`src/rtl/beamscaler_wb_pkg.sv`:
```
// Shared definitions for the beam scaler Wishbone readout: register map,
// STATUS/pair bit positions, FSM state encoding and the pair packing helper.
package beamscaler_wb_pkg;

  localparam logic [6:0] STATUS_ADR  = 7'h00;
  localparam logic [6:0] CONTROL_ADR = 7'h01;
  localparam logic [6:0] SCALER_BASE = 7'h40;

  localparam int STATUS_NEW_BIT   = 16;
  localparam int STATUS_NSCAL_LSB = 24;
  localparam int PAIR_HI_LSB      = 16;
  localparam int TORN_BIT         = 31;

  typedef enum logic [2:0] {
    IDLE,
    REG_ACK,
    ADDR_LO,
    WAIT_LO,
    ADDR_HI,
    WAIT_HI,
    PAIR_ACK
  } state_t;

  // Scaler 2n in [11:0], scaler 2n+1 in [27:16], torn flag on top.
  function automatic logic [31:0] pack_pair(input logic [23:0] pair, input logic torn);
    logic [31:0] w;
    w = '0;
    w[11:0] = pair[11:0];
    w[PAIR_HI_LSB +: 12] = pair[23:12];
    w[TORN_BIT] = torn;
    return w;
  endfunction

endpackage

```
`src/rtl/beamscaler_pair_fetch.sv`:
```
// Sequences the two wrapper reads that make up one scaler pair, honouring the
// wrapper read latency, and flags a pair whose halves straddle a done pulse.
module beamscaler_pair_fetch
  import beamscaler_wb_pkg::*;
#(
  parameter int READ_LATENCY = 2
) (
  input  logic        wb_clk_i,
  input  logic        wb_rst_ni,
  input  logic        start,
  input  logic [5:0]  pair_idx,
  input  logic        abort,
  input  logic        set_done,
  output logic [6:0]  scal_adr,
  input  logic [11:0] scal_dat,
  output logic        fetch_done,
  output logic [23:0] pair,
  output logic        torn
);

  localparam int CW = $clog2(READ_LATENCY + 1);
  // The ADDR_HI cycle is itself the last low-half wait cycle, so WAIT_LO is one shorter.
  localparam logic [CW-1:0] LO_LAST = CW'((READ_LATENCY > 1) ? READ_LATENCY - 2 : 0);
  localparam logic [CW-1:0] HI_LAST = CW'(READ_LATENCY - 1);

  state_t          state, state_nxt;
  logic [CW-1:0]   cnt;
  logic [5:0]      idx_q;
  logic [11:0]     lo_q, hi_q;
  logic            torn_q;

  always_ff @(posedge wb_clk_i or negedge wb_rst_ni) begin
    if (!wb_rst_ni) state <= IDLE;
    else            state <= state_nxt;
  end

  always_comb begin
    // NOTE: every always_comb output gets a default first; a missed branch would otherwise infer a latch.
    state_nxt = state;
    if (state != IDLE && abort) begin
      state_nxt = IDLE;
    end else begin
      case (state)
        IDLE:     if (start) state_nxt = ADDR_LO;
        ADDR_LO:  state_nxt = (READ_LATENCY > 1) ? WAIT_LO : ADDR_HI;
        WAIT_LO:  if (cnt == LO_LAST) state_nxt = ADDR_HI;
        ADDR_HI:  state_nxt = WAIT_HI;
        WAIT_HI:  if (cnt == HI_LAST) state_nxt = PAIR_ACK;
        PAIR_ACK: state_nxt = IDLE;
        default:  state_nxt = IDLE;
      endcase
    end
  end

  // NOTE: clocked state uses non-blocking assignments so every register samples pre-edge values.
  always_ff @(posedge wb_clk_i or negedge wb_rst_ni) begin
    if (!wb_rst_ni) begin
      scal_adr <= '0;
      cnt      <= '0;
      idx_q    <= '0;
      lo_q     <= '0;
      hi_q     <= '0;
      torn_q   <= 1'b0;
    end else if (!abort) begin
      case (state)
        IDLE: if (start) idx_q <= pair_idx;
        ADDR_LO: begin
          scal_adr <= {idx_q, 1'b0};
          cnt      <= '0;
        end
        WAIT_LO: cnt <= cnt + 1'b1;
        ADDR_HI: begin
          lo_q     <= scal_dat;
          scal_adr <= {idx_q, 1'b1};
          torn_q   <= set_done;
          cnt      <= '0;
        end
        WAIT_HI: begin
          cnt    <= cnt + 1'b1;
          torn_q <= torn_q | set_done;
          if (cnt == HI_LAST) hi_q <= scal_dat;
        end
        default: ;
      endcase
    end
  end

  assign fetch_done = (state == PAIR_ACK);
  assign pair       = {hi_q, lo_q};
  assign torn       = torn_q;

endmodule

```
`src/rtl/beamscaler_wb_readout.sv`:
```
// Wishbone classic slave exposing STATUS/CONTROL and packed scaler pairs read
// from the beam scaler wrapper, with update counting and a level interrupt.
module beamscaler_wb_readout
  import beamscaler_wb_pkg::*;
#(
  parameter int NSCALERS     = 96,
  parameter int READ_LATENCY = 2
) (
  input  logic        wb_clk_i,
  input  logic        wb_rst_ni,
  input  logic        wb_cyc_i,
  input  logic        wb_stb_i,
  input  logic        wb_we_i,
  input  logic [6:0]  wb_adr_i,
  input  logic [31:0] wb_dat_i,
  output logic [31:0] wb_dat_o,
  output logic        wb_ack_o,
  output logic [6:0]  scal_adr_o,
  input  logic [11:0] scal_dat_i,
  input  logic        done_i,
  output logic        irq_o
);

  localparam int NPAIRS = NSCALERS / 2;

  state_t      state, state_nxt;
  logic [6:0]  pair_off;
  logic        accept, is_pair_rd, status_rd;
  logic [6:0]  adr_q;
  logic        we_q, wbit_q;
  logic [15:0] count;
  logic        new_data, irq_en;
  logic [31:0] reg_rdata;
  logic        fetch_done, fetch_torn;
  logic [23:0] fetch_pair;
  logic        unused_wdat;

  assign unused_wdat = ^wb_dat_i[31:1];

  assign pair_off   = wb_adr_i - SCALER_BASE;
  assign accept     = (state == IDLE) && wb_cyc_i && wb_stb_i && !wb_ack_o;
  assign is_pair_rd = !wb_we_i && (wb_adr_i >= SCALER_BASE) && (pair_off < 7'(NPAIRS));
  assign status_rd  = (state == REG_ACK) && wb_cyc_i && !we_q && (adr_q == STATUS_ADR);

  beamscaler_pair_fetch #(
    .READ_LATENCY(READ_LATENCY)
  ) u_fetch (
    .wb_clk_i  (wb_clk_i),
    .wb_rst_ni (wb_rst_ni),
    .start     (accept && is_pair_rd),
    .pair_idx  (pair_off[5:0]),
    .abort     (!wb_cyc_i),
    .set_done  (done_i),
    .scal_adr  (scal_adr_o),
    .scal_dat  (scal_dat_i),
    .fetch_done(fetch_done),
    .pair      (fetch_pair),
    .torn      (fetch_torn)
  );

  always_ff @(posedge wb_clk_i or negedge wb_rst_ni) begin
    if (!wb_rst_ni) state <= IDLE;
    else            state <= state_nxt;
  end

  // PAIR_ACK spans the whole fetch here; the sub-module tracks the fine-grained phase.
  always_comb begin
    state_nxt = state;
    if (state != IDLE && !wb_cyc_i) begin
      state_nxt = IDLE;
    end else begin
      case (state)
        IDLE:     if (accept) state_nxt = is_pair_rd ? PAIR_ACK : REG_ACK;
        REG_ACK:  state_nxt = IDLE;
        PAIR_ACK: if (fetch_done) state_nxt = IDLE;
        default:  state_nxt = IDLE;
      endcase
    end
  end

  always_comb begin
    reg_rdata = '0;
    case (adr_q)
      STATUS_ADR: begin
        reg_rdata[15:0]                 = count;
        reg_rdata[STATUS_NEW_BIT]       = new_data;
        reg_rdata[STATUS_NSCAL_LSB +: 8] = 8'(NSCALERS);
      end
      CONTROL_ADR: reg_rdata[0] = irq_en;
      default:     reg_rdata = '0;
    endcase
  end

  always_ff @(posedge wb_clk_i or negedge wb_rst_ni) begin
    if (!wb_rst_ni) begin
      wb_ack_o <= 1'b0;
      wb_dat_o <= '0;
      adr_q    <= '0;
      we_q     <= 1'b0;
      wbit_q   <= 1'b0;
      irq_en   <= 1'b0;
    end else begin
      wb_ack_o <= 1'b0;
      if (accept) begin
        adr_q  <= wb_adr_i;
        we_q   <= wb_we_i;
        wbit_q <= wb_dat_i[0];
      end
      if (state == REG_ACK && wb_cyc_i) begin
        wb_ack_o <= 1'b1;
        if (!we_q) wb_dat_o <= reg_rdata;
        if (we_q && adr_q == CONTROL_ADR) irq_en <= wbit_q;
      end
      if (state == PAIR_ACK && wb_cyc_i && fetch_done) begin
        wb_ack_o <= 1'b1;
        wb_dat_o <= pack_pair(fetch_pair, fetch_torn);
      end
    end
  end

  // A done pulse coinciding with the STATUS read ack wins over the clear.
  always_ff @(posedge wb_clk_i or negedge wb_rst_ni) begin
    if (!wb_rst_ni) begin
      count    <= '0;
      new_data <= 1'b0;
      irq_o    <= 1'b0;
    end else begin
      if (done_i)         count <= count + 16'd1;
      if (done_i)         new_data <= 1'b1;
      else if (status_rd) new_data <= 1'b0;
      irq_o <= new_data & irq_en;
    end
  end

endmodule

```
`config.mk`:
```
export PLATFORM = sky130hd
export DESIGN_NAME = beamscaler_wb_readout
export DESIGN_NICKNAME = d
export VERILOG_FILES = /design/src/rtl/beamscaler_wb_pkg.sv /design/src/rtl/beamscaler_pair_fetch.sv /design/src/rtl/beamscaler_wb_readout.sv
export SDC_FILE = /design/constraint.sdc
export NUM_CORES = 1
export LEC_CHECK = 0
export CORE_UTILIZATION = 45
export DETAILED_ROUTE_END_ITERATION = 8
export PLACE_DENSITY = 0.72
export SLEW_MARGIN = 15
export SYNTH_ARGS = -nofsm -noshare
export SYNTH_HDL_FRONTEND = slang
export SYNTH_SLANG_ARGS = --single-unit
```
`constraint.sdc`:
```
create_clock -name wb_clk_i -period 1.5 [get_ports wb_clk_i]
set_clock_uncertainty 0.05 [all_clocks]
set_input_delay 0.375 -clock wb_clk_i [delete_from_list [all_inputs] [get_ports wb_clk_i]]
set_output_delay 0.375 -clock wb_clk_i [all_outputs]
set_load 0.02 [all_outputs]
```
### Yosys cells after proc, flatten, opt, wreduce, memory -nomap -nowiden

Index checks and enable logic that the tools add are counted.

| cells by class | value |
|---|---|
| $add $sub $neg | 3 |
| order comparisons | 2 |
| equal/unequal tests | 15 |
| multiplexer cells | 23 |
| bitwise operators | 2 |
| reduce and logical (&&, ||, !) cells | 41 |

Operators with widths:

| operator | number |
|---|---|
| $mux W32 | 3 |
| $mux W3 | 8 |
| $add A16 B1 Y16 const B | 1 |
| $mux W16 | 1 |
| $pmux W3 S5 | 1 |
| $logic_and A1 B1 Y1 | 14 |
| $pmux W7 S2 | 1 |
| $reduce_and A2 Y1 | 7 |
| $eq A3 B3 Y1 const B | 4 |
| $reduce_bool A2 Y1 | 5 |
| $ne A3 B1 Y1 const B | 3 |
| $reduce_and A3 Y1 | 3 |
| $eq A7 B1 Y1 const B | 1 |
| $ge A7 B7 Y1 const B | 1 |
| $logic_not A7 Y1 | 1 |
| $lt A7 B6 Y1 const B | 1 |
| $mux W7 | 1 |
| $sub A7 B7 Y7 const B | 1 |
| $eq A3 B2 Y1 const B | 2 |
| $logic_not A3 Y1 | 2 |
| $pmux W3 S2 | 1 |
| $reduce_bool A3 Y1 | 2 |
| $logic_not A1 Y1 | 4 |
| $mux W1 | 4 |
| 12 further kinds | 14 |

| word-level totals | value |
|---|---|
| bits in registers | 107 |
| input bits | 57 |
| output and inout port bits | 41 |
| word-level logic and storage cells | 103 |

### Depth between registers and ports, before layout

Gate-level depths: netlist of run 1.

| depth | value |
|---|---|
| depth after elaboration | 8 |
| mapped depth | 7 |
| mapped depth without buffers | 6 |

### Modules after synthesis

Synthesis of run 1 repeated with hierarchy kept, for this count alone.

| unflattened totals | value |
|---|---|
| cells, all modules | 352 |
| area total of the unflattened synthesis | 4394.2 µm² |

By module, submodules not included:

| module | instances | cells an instance | area each (µm²) | seq. area each (µm²) |
|---|---|---|---|---|
| beamscaler_wb_readout | 1 | 233 | 2596.2 | 1526.5 |
| beamscaler_pair_fetch | 1 | 119 | 1798.0 | 1076.0 |

### Worst setup path before layout of run 1

No wires, ideal clock.

| timing path | value |
|---|---|
| path type | input to register |
| from | in wb_cyc_i |
| to | reg u_fetch.lo_q[10] |
| library setup time | 0.125 ns |
| data arrival time | 1.465 ns |
| data required time | 1.325 ns |
| slack | -0.140 ns |
| stages on the path | 5 |
| path buffers | 2 |
| cells stage by stage | buf_4 -> nand2_1 -> nor3_2 -> buf_2 -> mux2_2 |

| between the ends | value |
|---|---|
| longest elaborated chain between the ends | 1 |

Ends and longest elaborated chain:

| item | RTL line | RTL |
|---|---|---|
| start, declared | beamscaler_wb_readout.sv:11 | `input logic wb_cyc_i,` |
| $reduce_and A2 Y1 (no source line) | - |  |
| end signal, assigned | beamscaler_pair_fetch.sv:73 | `lo_q <= scal_dat;` |
| end, declared | beamscaler_pair_fetch.sv:29 | `logic [11:0] lo_q, hi_q;` |

No other way between the ends.
A chain may end at the register's enable or synchronous reset.

### Worst setup path after layout of run 1

| timing path | value |
|---|---|
| from | reg u_fetch.state[1] |
| to | reg u_fetch.scal_adr[1] |

| between the ends | value |
|---|---|
| longest elaborated chain between the ends | 3 |
| elaborated cells on any way between the ends | 4 |
| classes of those cells | 2 x eq/ne; 2 x reduce/logical |

Ends and longest elaborated chain:

| item | RTL line | RTL |
|---|---|---|
| start, declared | beamscaler_pair_fetch.sv:26 | `state_t state, state_nxt;` |
| start signal, assigned | beamscaler_pair_fetch.sv:34 | `else state <= state_nxt;` |
| $eq A3 B2 Y1 / $eq A3 B3 Y1 (equally long branches) | beamscaler_pair_fetch.sv:65 | `case (state)` |
| $reduce_bool A2 Y1 (no source line) (*) | - |  |
| $reduce_and A2 Y1 (no source line) (*) | - |  |
| end signal, assigned | beamscaler_pair_fetch.sv:68 | `scal_adr <= {idx_q, 1'b0};` |
| end signal, assigned | beamscaler_pair_fetch.sv:74 | `scal_adr <= {idx_q, 1'b1};` |
| end, declared | beamscaler_pair_fetch.sv:14 | `output logic [6:0] scal_adr,` |

Every way passes the cells marked *; elsewhere a longest branch is shown, timed or not.

==> key figures, run 1 <==
Status
  – Status: finished, violations left
  – Violated checks: negative setup slack

Setup path
  – Crit-path max cell delay: 0.44 ns
  – CP arrival: 1.78 ns
  – RR Startpoint: u_fetch.state[1]
  – Critical path's top delay family: flip-flops
  – Crit path cell chain: buf_6 -> and2b_1 -> o21ai_2 -> or2_4 -> mux2_4
  – Reg2reg end: u_fetch.scal_adr[1]
  – Critical Path Start Type: flip-flop
  – CP max stage cell: dfrtp_2
  – Required @ worst endpoint: 1.71 ns
  – WP depth: 5
  – CP bufs+invs: 1
  – Critical path type: flip-flop to flip-flop
  – Worst reg-to-reg setup slack: -0.07 ns
  – Worst Setup End Kind: flip-flop
  – CP max FO: 7
  – Worst R2R Path Depth: 5
  – Worst Setup EP: u_fetch.scal_adr[1]
  – CP Launch Point: u_fetch.state[1]

Logic synthesis
  – Async S/R FF share, synth: 100%
  – Post-synth EDFFs: 0
  – Seq/Total Area, Yosys: 61.5%
  – Ys flop type: dfrtp_1
  – Cell variety after synth: 44
  – Post-Syn Nets: 383
  – Post-Synthesis Cells: 323
  – FF+latch count, synth: 104
  – Cell Area, Synth: 4230 um^2
  – Synth warnings: 0
  – Syn_area_per_cell: 13.1 um^2

Placement
  – Buffers added on ports: 65
  – Routability cong.: 0.811
  – HPWL Detailed: 6010 um

Detailed routing
  – DRC Markers: 0
  – Iter 0 DRT Violations: 140
  – Vias per cell: 5.28
  – Final WL: 9300 um
  – DRT antenna net count: 0
  – WL per Instance: 16.7 um
  – Drt first pass iters: 4
  – Via count: 2939

GRT
  – GRT Max-Usage Layer: met2
  – Met3 Resource Use GR: 2.55%
  – Largest net degree at the start of global routing: 34
  – Vias in the first global route: 2980
  – Initial antenna violation count: 0
  – GRT overflow: 0
  – First-pass GRT wire length: 15200 um
  – Total Routing Usage GR: 20.1%
  – Met2 GRT Util: 32.2%
  – Met1 usage: 28.1%

Cells and area
  – Register cell area after layout: 2610 um^2
  – Ant. Diodes: 0
  – # fillers: 670
  – Share of layout cells above drive strength 1: 44.6%
  – Syn-to-layout area delta: 40.1%
  – Most common cell after layout, fill and taps aside: dfrtp_1
  – Layout Nets: 501
  – Most frequent cells in the layout: dfrtp_1 (100), buf_4 (43), nand2_1 (38), mux2_4 (38), clkdlybuf4s50_1 (20)
  – Fin util: 64.5%
  – Multi-input gate area: 1780 um^2

Floorplan
  – Num rows: 35
  – Die width: 99.0 um
  – Core region area: 9200 um^2
  – Initial Util: 46.0%
  – Io pins: 98
  – Die area: 9800 um^2
  – Die Y: 99.0 um

CTS
  – H-tree levels: 3
  – CTS tree: done
  – CTS Buffer Depth: 2
  – Reg clk slew, reported paths: 0.10 ns
  – Clock sink count: 104
  – Skew-Pair Late Insertion Delay: 0.37 ns
  – CTS root buffer: clkbuf_8
  – TritonCTS Buffers: 9

STA
  – Slew Viols, Final: 0
  – Final setup violation count: 49
  – Period utilization: 105%
  – RSZ-0062 raised after global routing: true
  – Max Freq: 0.637 GHz
  – Worst setup margin: -0.0704 ns
  – Minimum clock period: 1.57 ns
  – Final Hold Viols: 0
  – WHS: 0.236 ns

Pwr
  – Total power: 6.37 mW
  – Lkg Pwr: 2.90 nW
  – IR Drop Worst-Case VDD: 602 uV
  – Clk network pwr share: 27.0%
  – Share of power burned in registers: 52.9%
  – Internal: 4.56 mW
  – NetSw: 1.81 mW
  – Sw Share: 28.4%
  – Pwr dens: 1070 nW/um^2
  – Combinational power share: 20.1%

Flow run
  – Maxcap violations: 0

Min path
  – Class of the worst hold path: input port to flip-flop
stage by stage:
step | setup WS, ns | cell area, um^2 | TNS [ns] | std cells
floorplan | -0.0797 | 4340 | -1.10 | 323
global placement | -0.666 | 5420 | -48.38 | 524
detailed placement | -0.700 | 5420 | -50.47 | 524
CTS | -0.0494 | 5880 | -0.730 | 547
global route | -0.107 | 5930 | -3.64 | 557
finish | -0.0704 | 5930 | -1.60 | 557
synth_stat cells (2+ instances only):
master | n | area [um^2]
dfrtp_1 | 104 | 2600
nand2_1 | 40 | 150
mux2_2 | 38 | 428
a22o_1 | 16 | 140
a22oi_1 | 13 | 97.6
buf_2 | 10 | 50.1
xnor2_1 | 10 | 87.6
inv_1 | 9 | 33.8
nand3_1 | 8 | 40.0
mux2_4 | 6 | 90.1
o21ai_0 | 6 | 30.0
buf_4 | 5 | 37.5
nor2_1 | 5 | 18.8
xor2_1 | 5 | 43.8
and3_1 | 4 | 25.0
nor2b_1 | 4 | 25.0
a21o_1 | 3 | 22.5
a32o_1 | 3 | 30.0
ha_1 | 3 | 37.5
nand4_1 | 3 | 18.8
nor3_1 | 3 | 15.0
and2b_1 | 2 | 15.0
buf_6 | 2 | 22.5
repair_timing:
item | 4_1_cts | 5_1_grt
hold endpoints to repair | 26 | 0
gates cloned | 0 | 1
resized for setup | 146 | 40
setup endpoints to repair | 123 | 103
buffers inserted | 7 | 9
hold buffers | 1 | 0
pin swaps | 5 | 8
cell type report:
type | count | area share, %
clock buffer | 10 | 2.32
clock inverter | 6 | 1.03
inverter | 9 | 0.570
multi-input combinational | 192 | 30.0
sequential | 104 | 44.0
tap | 111 | 2.34
timing repair buffer | 125 | 19.8
power groups by stage:
stage	registers (mW)	clock network (mW)	logic [mW]
floorplan	3.50	0	0.529
global placement	3.40	0	1.21
finish	3.37	1.72	1.28
detailed placement	3.40	0	1.25
global route	3.41	1.86	1.38
CTS	3.37	1.76	1.25
kinds of logic (layout without fill, tap and decap cells):
group                    after synthesis  in the layout  share of synthesized area (%)
AO/OA/AOI/OAI                         49             49                           9.02
adder cells (fa/ha/maj)                3              3                          0.887
other                                  1              1                         0.0886
multiplexers                          45             45                           12.5
XOR/XNOR                              15             15                           3.10
flip-flops                           104            104                           61.5
buffers and inverters                 27            150                           3.52
AND/OR/NAND/NOR                       79             79                           9.43
how the worst min path moves through the flow:
stage / start / to / slack [ns] / depth (start not counted)
after detailed placement: wb_rst_ni / wb_dat_o[24] / 0.29 / 1
after global routing: wb_adr_i[6] / adr_q[6] / 0.23 / 2
after global placement: wb_rst_ni / wb_dat_o[26] / 0.28 / 1
final: wb_adr_i[6] / adr_q[6] / 0.24 / 2
after floorplan: wb_rst_ni / adr_q[0] / 0.03 / 0
after CTS: wb_rst_ni / wb_dat_o[24] / 0.41 / 2
per-layer routing:
metal  up-vias  wire length, um
li1       1366                -
met3        14              235
met2        50             4530
met5         -                0
met1      1509             4360
met4         0              173
state kept, by name (all words and copies together), names as in the netlist:
name / count
new_data: 1
u_fetch.torn: 1
adr_q: 7
wb_dat_o: 30
irq_en: 1
wb_ack_o: 1
u_fetch.lo_q: 12
state: 2
count: 16
irq_o: 1
u_fetch.state: 3
u_fetch.hi_q: 12
wbit_q: 1
u_fetch.scal_adr: 7
u_fetch.idx_q: 6
we_q: 1
u_fetch.cnt: 2
No activity file was read; power rests on OpenSTA's default activity.
==> inputs of run 2 (changes only) <==
--- a/config.mk
+++ b/config.mk
@@ -5,9 +5,10 @@
 export SDC_FILE = /design/constraint.sdc
 export NUM_CORES = 1
 export LEC_CHECK = 0
-export CORE_UTILIZATION = 45
+export CORE_MARGIN = 5
+export CORE_UTILIZATION = 43
 export DETAILED_ROUTE_END_ITERATION = 8
-export PLACE_DENSITY = 0.72
+export PLACE_DENSITY = 0.69
 export SLEW_MARGIN = 15
 export SYNTH_ARGS = -nofsm -noshare
 export SYNTH_HDL_FRONTEND = slang
==> run 2 against run 1 <==
  * The flow still finishes with violations (negative setup slack)
  * Sequential power hardly changed
  * Combinational power is 9% higher
  * Setup slack worse by 0.080 ns
  * First-iteration DRC count is 11% lower
  * Clock power is 2% lower
  * Non-clock buffer count is 8 higher
  * Wire length is 15% higher
  * Fmax is 4.9% lower
  * Largest power group unchanged
==> key figures, run 2 (synthesized netlist as in run 1, its figures left out) <==
GRT
  – Initial antenna violation count: 0 (unchanged)
  – Total Routing Usage GR: 17.5% (-2.6 points)
  – GRT overflow: 0 (unchanged)
  – Largest net degree at the start of global routing: 59 (+74%)
  – First-pass GRT wire length: 16100 um (+5.7%)
  – Vias in the first global route: 3104 (+4.2%)

Cells and area
  – Layout Nets: 509 (+1.6%)
  – Ant. Diodes: 0 (unchanged)
  – Most frequent cells in the layout: dfrtp_1 (101), mux2_4 (42), buf_4 (40)
  – Largest Register: wb_dat_o
  – Number of flip-flops in the largest register: 30 (unchanged)
  – Layout Cells excl Fill: 587 (+5.4%)
  – Fin util: 62.9% (-1.5 points)
  – Syn-to-layout area delta: 44.0%
  – Register cell area after layout: 2610 um^2 (about the same)
  – # fillers: 725 (+8.2%)
  – Share of layout cells above drive strength 1: 44.7% (+0.095 points)
  – Top flop regs: wb_dat_o x30, count x16
  – Multi-input gate area: 1810 um^2 (+1.7%)
  – Most common cell after layout, fill and taps aside: dfrtp_1

Setup path
  – Reg2reg end: u_fetch.idx_q[3]
  – CP max FO: 7 (unchanged)
  – Worst reg-to-reg setup slack: -0.15 ns (-0.08 ns)
  – Worst R2R Path Depth: 6 (+1)
  – CP arrival: 1.86 ns (+0.08 ns)
  – RR Startpoint: u_fetch.state[1]
  – Crit path top cell by count: buf_6
  – Worst Setup End Kind: flip-flop
  – Crit path cell chain: buf_6 -> buf_6 -> nor3_4 -> buf_6 -> nand3_4 -> mux2_4
  – Required @ worst endpoint: 1.71 ns (about the same)
  – Critical path type: flip-flop to flip-flop
  – Crit-path max cell delay: 0.44 ns (about the same)
  – CP max stage cell: dfrtp_2
  – Critical Path Start Type: flip-flop

Pwr
  – Combinational power share: 21.7% (+1.6 points)
  – IR Drop Worst-Case VDD: 655 uV (+8.8%)
  – Total power: 6.45 mW (+1.2%)
  – Internal: 4.61 mW (+1.2%)
  – Clk network pwr share: 26.1% (-0.9 points)
  – NetSw: 1.84 mW (+1.4%)
  – Share of power burned in registers: 52.2% (-0.7 points)
  – Sw Share: 28.5% (+0.055 points)
  – Lkg Pwr: 2.97 nW (+2.5%)
  – Pwr dens: 1060 nW/um^2 (-1.5%)

CTS
  – TritonCTS Buffers: 9 (unchanged)
  – CTS Buffer Depth: 2 (unchanged)
  – Reg clk slew, reported paths: 0.10 ns (about the same)
  – CTS root buffer: clkbuf_8
  – CTS tree: done
  – Clock sink count: 104 (unchanged)
  – H-tree levels: 3 (unchanged)
  – Skew-Pair Late Insertion Delay: 0.36 ns (about the same)

Detailed routing
  – Via count: 3025 (+2.9%)
  – Iter 0 DRT Violations: 124 (-11%)
  – DRT antenna net count: 0 (unchanged)
  – Vias per cell: 5.15 (-2.3%)
  – Final WL: 10700 um (+15%)
  – DRC Markers: 0 (unchanged)
  – WL per Instance: 18.3 um (+9.5%)
  – Drt first pass iters: 4 (unchanged)

STA
  – Final setup violation count: 66 (+35%)
  – Max Freq: 0.606 GHz (-4.9%)
  – Setup TNS: -4.47 ns (-2.87 ns)
  – Minimum clock period: 1.65 ns (+0.0801 ns)
  – Worst setup margin: -0.150 ns (-0.0801 ns)
  – RSZ-0062 raised after global routing: true
  – Slew Viols, Final: 0 (unchanged)
  – Period utilization: 110% (+5.3 points)
  – Final Hold Viols: 0 (unchanged)

Floorplan
  – Core region area: 9680 um^2 (+5.3%)
  – Io pins: 98 (unchanged)
  – Initial Util: 43.7% (-2.3 points)
  – Die area: 11900 um^2 (+22%)
  – Die width: 109 um (+10%)
  – Die Y: 109 um (+10%)
  – Num rows: 36 (+2.9%)

Flow run
  – Maxcap violations: 0 (unchanged)

Placement
  – HPWL Detailed: 6510 um (+8.4%)
  – Dpl cells: 548 (+4.6%)
  – Buffers added on ports: 65 (unchanged)
  – Routability cong.: 0.827 (+2.1%)

Status
  – Status: finished, violations left
  – Violated checks: negative setup slack

Min path
  – Class of the worst hold path: input port to asynchronous set/reset pin
==> run 2: cell types whose count changed in the layout (fill, tap and decap cells not counted), moves of 3 or more <==
cell             change
buf_6                +8
clkdlybuf4s15_2      -7
clkbuf_2             +5
clkdlybuf4s15_1      +4
mux2_2               -4
mux2_4               +4
nand3_1              -4
nand3_2              +4
buf_4                -3
==> run 2: worst max-delay path by stage <==
| stage | startpoint | endpoint | slack (ns) | depth (start not counted) |
|---|---|---|---|---|
| after floorplan | u_fetch.state[1] | u_fetch.scal_adr[1] | -0.08 | 5 |
| after global placement | wb_cyc_i | u_fetch.scal_adr[1] | -0.62 | 5 |
| after detailed placement | wb_cyc_i | u_fetch.idx_q[4] | -0.65 | 5 |
| after CTS | u_fetch.state[2] | wb_dat_o[31] | -0.13 | 6 |
| after global routing | u_fetch.state[1] | u_fetch.idx_q[5] | -0.18 | 6 |
| final | u_fetch.state[1] | u_fetch.idx_q[3] | -0.15 | 6 |
==> run 2: power by group through the flow <==
stage	clock [mW]	sequential (mW)	combinational, mW
final	1.68	3.37	1.40
after CTS	1.70	3.36	1.27
after global routing	1.81	3.41	1.50
after global placement	0	3.40	1.23
after floorplan	0	3.50	0.529
after detailed placement	0	3.40	1.26
==> run 2: layer usage <==
layer  GRT usage [%]  routed length (um)  vias to the layer above  share of wire (%)
met5               0                   0                        -                  0
met2            28.1                5270                       66                 49
met1            24.2                4840                     1550                 45
met4            5.08                 134                        0                1.2
met3            3.55                 498                       12                4.6
li1                -                   -                     1397                  -
==> run 2: what timing repair did <==
action | 4_1_cts | 5_1_grt
resized for setup | 113 | 86
hold buffers | 1 | 0
pin swaps | 12 | 27
buffers inserted | 11 | 8
hold endpoints to repair | 30 | 0
cloned | 3 | 3
endpoints found under the setup margin | 124 | 110
==> run 2: final cells by class <==
type                    instances  share of cell area, %
well taps                     133                   2.73
flip-flops and latches        104                   42.8
repair buffers                133                   21.2
clock inverters                 6                  0.821
inverters                       9                  0.554
multi-input cells             192                   29.7
clock buffers                  10                   2.26
==> run 2: worst max-delay path, delay by kind of cell (launching register included) <==
family | cells | cell delay, ns
buffers and inverters | 3 | 0.38
and+or+nand+nor | 2 | 0.35
muxes | 1 | 0.33
DFF | 1 | 0.44
==> run 2: through the flow <==
step                      setup slack (ns)  instance area, um^2  hold slack (ns)
after floorplan                    -0.0797                 4340           0.0294
after global routing                -0.175                 6100            0.316
final                               -0.150                 6100            0.305
after global placement              -0.617                 5430            0.149
after detailed placement            -0.650                 5430            0.152
after CTS                           -0.125                 5900            0.295
==> inputs of run 3 (changes only) <==
--- a/config.mk
+++ b/config.mk
@@ -8,7 +8,8 @@
 export CORE_MARGIN = 5
 export CORE_UTILIZATION = 43
 export DETAILED_ROUTE_END_ITERATION = 8
-export PLACE_DENSITY = 0.69
+export DONT_BUFFER_PORTS = 1
+export PLACE_DENSITY = 0.56
 export SLEW_MARGIN = 15
 export SYNTH_ARGS = -nofsm -noshare
 export SYNTH_HDL_FRONTEND = slang
==> run 3 against run 2 <==
  * The flow finishes with violations (negative hold slack, negative setup slack)
  * Final cell count decreased by 13%
  * Via count down 12%
  * Setup slack better by 0.079 ns
  * Sequential power increased by 4%
  * Cell area fell by 13%
  * Fmax grew 5.0%
  * Non-clock buffer count is 76 lower
  * Die area unchanged
  * Highest routed layer unchanged
  * Sequential share of layout area grew 6.1 points
  * Largest cell class unchanged
==> key figures, run 3 (synthesized netlist as in run 1, its figures left out) <==
STA
  – Max Freq: 0.636 GHz (+5.0%)
  – Final Hold Viols: 104 (+104)
  – Slew Viols, Final: 0 (unchanged)
  – RSZ-0062 raised after global routing: true
  – Minimum clock period: 1.57 ns (-0.0793 ns)
  – Final setup violation count: 45 (-32%)
  – WHS: -0.354 ns (-0.659 ns)
  – Worst setup margin: -0.0712 ns (+0.0793 ns)
  – Period utilization: 105% (-5.3 points)

Pwr
  – Total power: 6.09 mW (-5.5%)
  – Combinational power share: 14.7% (-7.0 points)
  – IR Drop Worst-Case VDD: 631 uV (-3.6%)
  – Internal: 4.51 mW (-2.0%)
  – Lkg Pwr: 2.57 nW (-14%)
  – Pwr dens: 1140 nW/um^2 (+8.1%)
  – NetSw: 1.57 mW (-14%)
  – Clk network pwr share: 27.9% (+1.8 points)
  – Sw Share: 25.9% (-2.6 points)
  – Share of power burned in registers: 57.4% (+5.2 points)

GRT
  – Initial antenna violation count: 0 (unchanged)
  – Largest net degree at the start of global routing: 105 (+78%)
  – Total Routing Usage GR: 15.7% (-1.8 points)
  – GRT overflow: 0 (unchanged)
  – First-pass GRT wire length: 14200 um (-11%)
  – Vias in the first global route: 2695 (-13%)

Floorplan
  – Initial Util: 43.7% (unchanged)
  – Die Y: 109 um (unchanged)
  – Die area: 11900 um^2 (unchanged)
  – Num rows: 36 (unchanged)
  – Core region area: 9680 um^2 (unchanged)
  – Die width: 109 um (unchanged)
  – Io pins: 98 (unchanged)

Cells and area
  – Ant. Diodes: 0 (unchanged)
  – Syn-to-layout area delta: 25.9%
  – Layout Cells excl Fill: 511 (-13%)
  – Top flop regs: wb_dat_o x30, count x16
  – Share of layout cells above drive strength 1: 41.0% (-3.7 points)
  – Most frequent cells in the layout: dfrtp_1 (102), buf_4 (39), nand2_1 (38)
  – Cell area after layout: 5330 um^2 (-13%)
  – Most common cell after layout, fill and taps aside: dfrtp_1
  – Number of flip-flops in the largest register: 30 (unchanged)
  – Largest Register: wb_dat_o
  – Layout Nets: 433 (-15%)

Setup path
  – Worst Setup EP: u_fetch.scal_adr[1]
  – CP max FO: 7 (unchanged)
  – Critical path type: flip-flop to flip-flop
  – Worst Setup End Kind: flip-flop
  – Worst reg-to-reg setup slack: -0.07 ns (+0.08 ns)
  – Crit path cell chain: buf_6 -> and2b_2 -> o21ai_2 -> or2_4 -> mux2_4
  – Critical path's top delay family: simple AND/OR/NAND/NOR gates
  – CP arrival: 1.77 ns (-0.09 ns)
  – Critical Path Start Type: flip-flop
  – CP max stage cell: dfrtp_2
  – Worst R2R Path Depth: 5 (-1)
  – Required @ worst endpoint: 1.70 ns (about the same)
  – CP bufs+invs: 1 (-2)
  – RR Startpoint: u_fetch.state[1]
  – Reg2reg end: u_fetch.scal_adr[1]
  – WP depth: 5 (-1)
  – CP Launch Point: u_fetch.state[1]
  – Crit-path max cell delay: 0.42 ns (-0.02 ns)

Detailed routing
  – Drt first pass iters: 4 (unchanged)
  – Via count: 2659 (-12%)
  – DRC Markers: 0 (unchanged)
  – Iter 0 DRT Violations: 151 (+22%)
  – DRT antenna net count: 0 (unchanged)
  – Final WL: 9220 um (-14%)
  – WL per Instance: 18.1 um (-1.3%)
  – Vias per cell: 5.20 (+0.97%)

Status
  – Violated checks: negative hold slack, negative setup slack
  – Status: finished, violations left

Placement
  – Routability cong.: 0.749 (-9.5%)
  – Pre-CTS setup slack: -0.160 ns (+0.490 ns)
  – Buffers added on ports: 0 (-100%)
  – Placed Instance Area: 4690 um^2 (-14%)
  – Dpl cells: 476 (-13%)
  – HPWL Detailed: 6000 um (-7.9%)

CTS
  – Skew-Pair Late Insertion Delay: 0.36 ns (about the same)
  – Clock sink count: 104 (unchanged)
  – Reg clk slew, reported paths: 0.10 ns (about the same)
  – CTS Buffer Depth: 2 (unchanged)
  – CTS tree: done
  – H-tree levels: 3 (unchanged)
  – CTS root buffer: clkbuf_8
  – TritonCTS Buffers: 9 (unchanged)

Flow run
  – Maxcap violations: 0 (unchanged)

Min path
  – Class of the worst hold path: input port to asynchronous set/reset pin
-- run 3: worst min-delay path by stage --
stage	end	start	depth (start not counted)	slack, ns
after floorplan	adr_q[0]	wb_rst_ni	0	0.03
after detailed placement	u_fetch.scal_adr[6]	wb_rst_ni	0	0.03
after global routing	u_fetch.scal_adr[1]	wb_rst_ni	0	-0.38
final	u_fetch.scal_adr[6]	wb_rst_ni	0	-0.35
after CTS	u_fetch.scal_adr[3]	wb_rst_ni	0	-0.37
after global placement	u_fetch.scal_adr[3]	wb_rst_ni	0	0.03
-- run 3: power groups by stage --
stage	Combinational, mW	Clock (mW)	Sequential, mW
3_3_place_gp	0.758	0	3.52
3_5_place_dp	0.776	0	3.53
2_1_floorplan	0.529	0	3.50
4_1_cts	0.798	1.76	3.48
6_report	0.894	1.70	3.49
5_1_grt	0.970	1.88	3.54
-- run 3: routing by layer --
layer | vias to the layer above | global-route usage [%] | part of all wire [%]
met5 | - | 0 | 0
met4 | 0 | 5.88 | 1.2
met3 | 11 | 5.74 | 7.9
met2 | 58 | 22.5 | 45
met1 | 1362 | 21.9 | 46
li1 | 1228 | - | -
-- run 3: area by class of cell --
cell class / count / area (um^2)
clock inverters: 1 / 8.76
well taps: 133 / 166
inverters: 9 / 33.8
repair buffers: 57 / 536
flip-flops and latches: 104 / 2610
clock buffers: 15 / 186
multi-input cells: 192 / 1790
fillers: 831 / 4360
-- run 3: what timing repair did --
action,in CTS,in global routing
endpoints found under the setup margin,62,77
buffers inserted,8,10
endpoints found under the hold margin,104,104
gates resized for setup,19,45
pin swaps,5,16
cloned,0,2
-- run 3: stage by stage --
stage	utilization, %	setup TNS [ns]
after floorplan	-	-1.10
after global placement	48.5	-4.15
after detailed placement	48.5	-4.67
after CTS	51.9	-2.40
after global routing	55.0	-4.65
final	55.0	-1.39
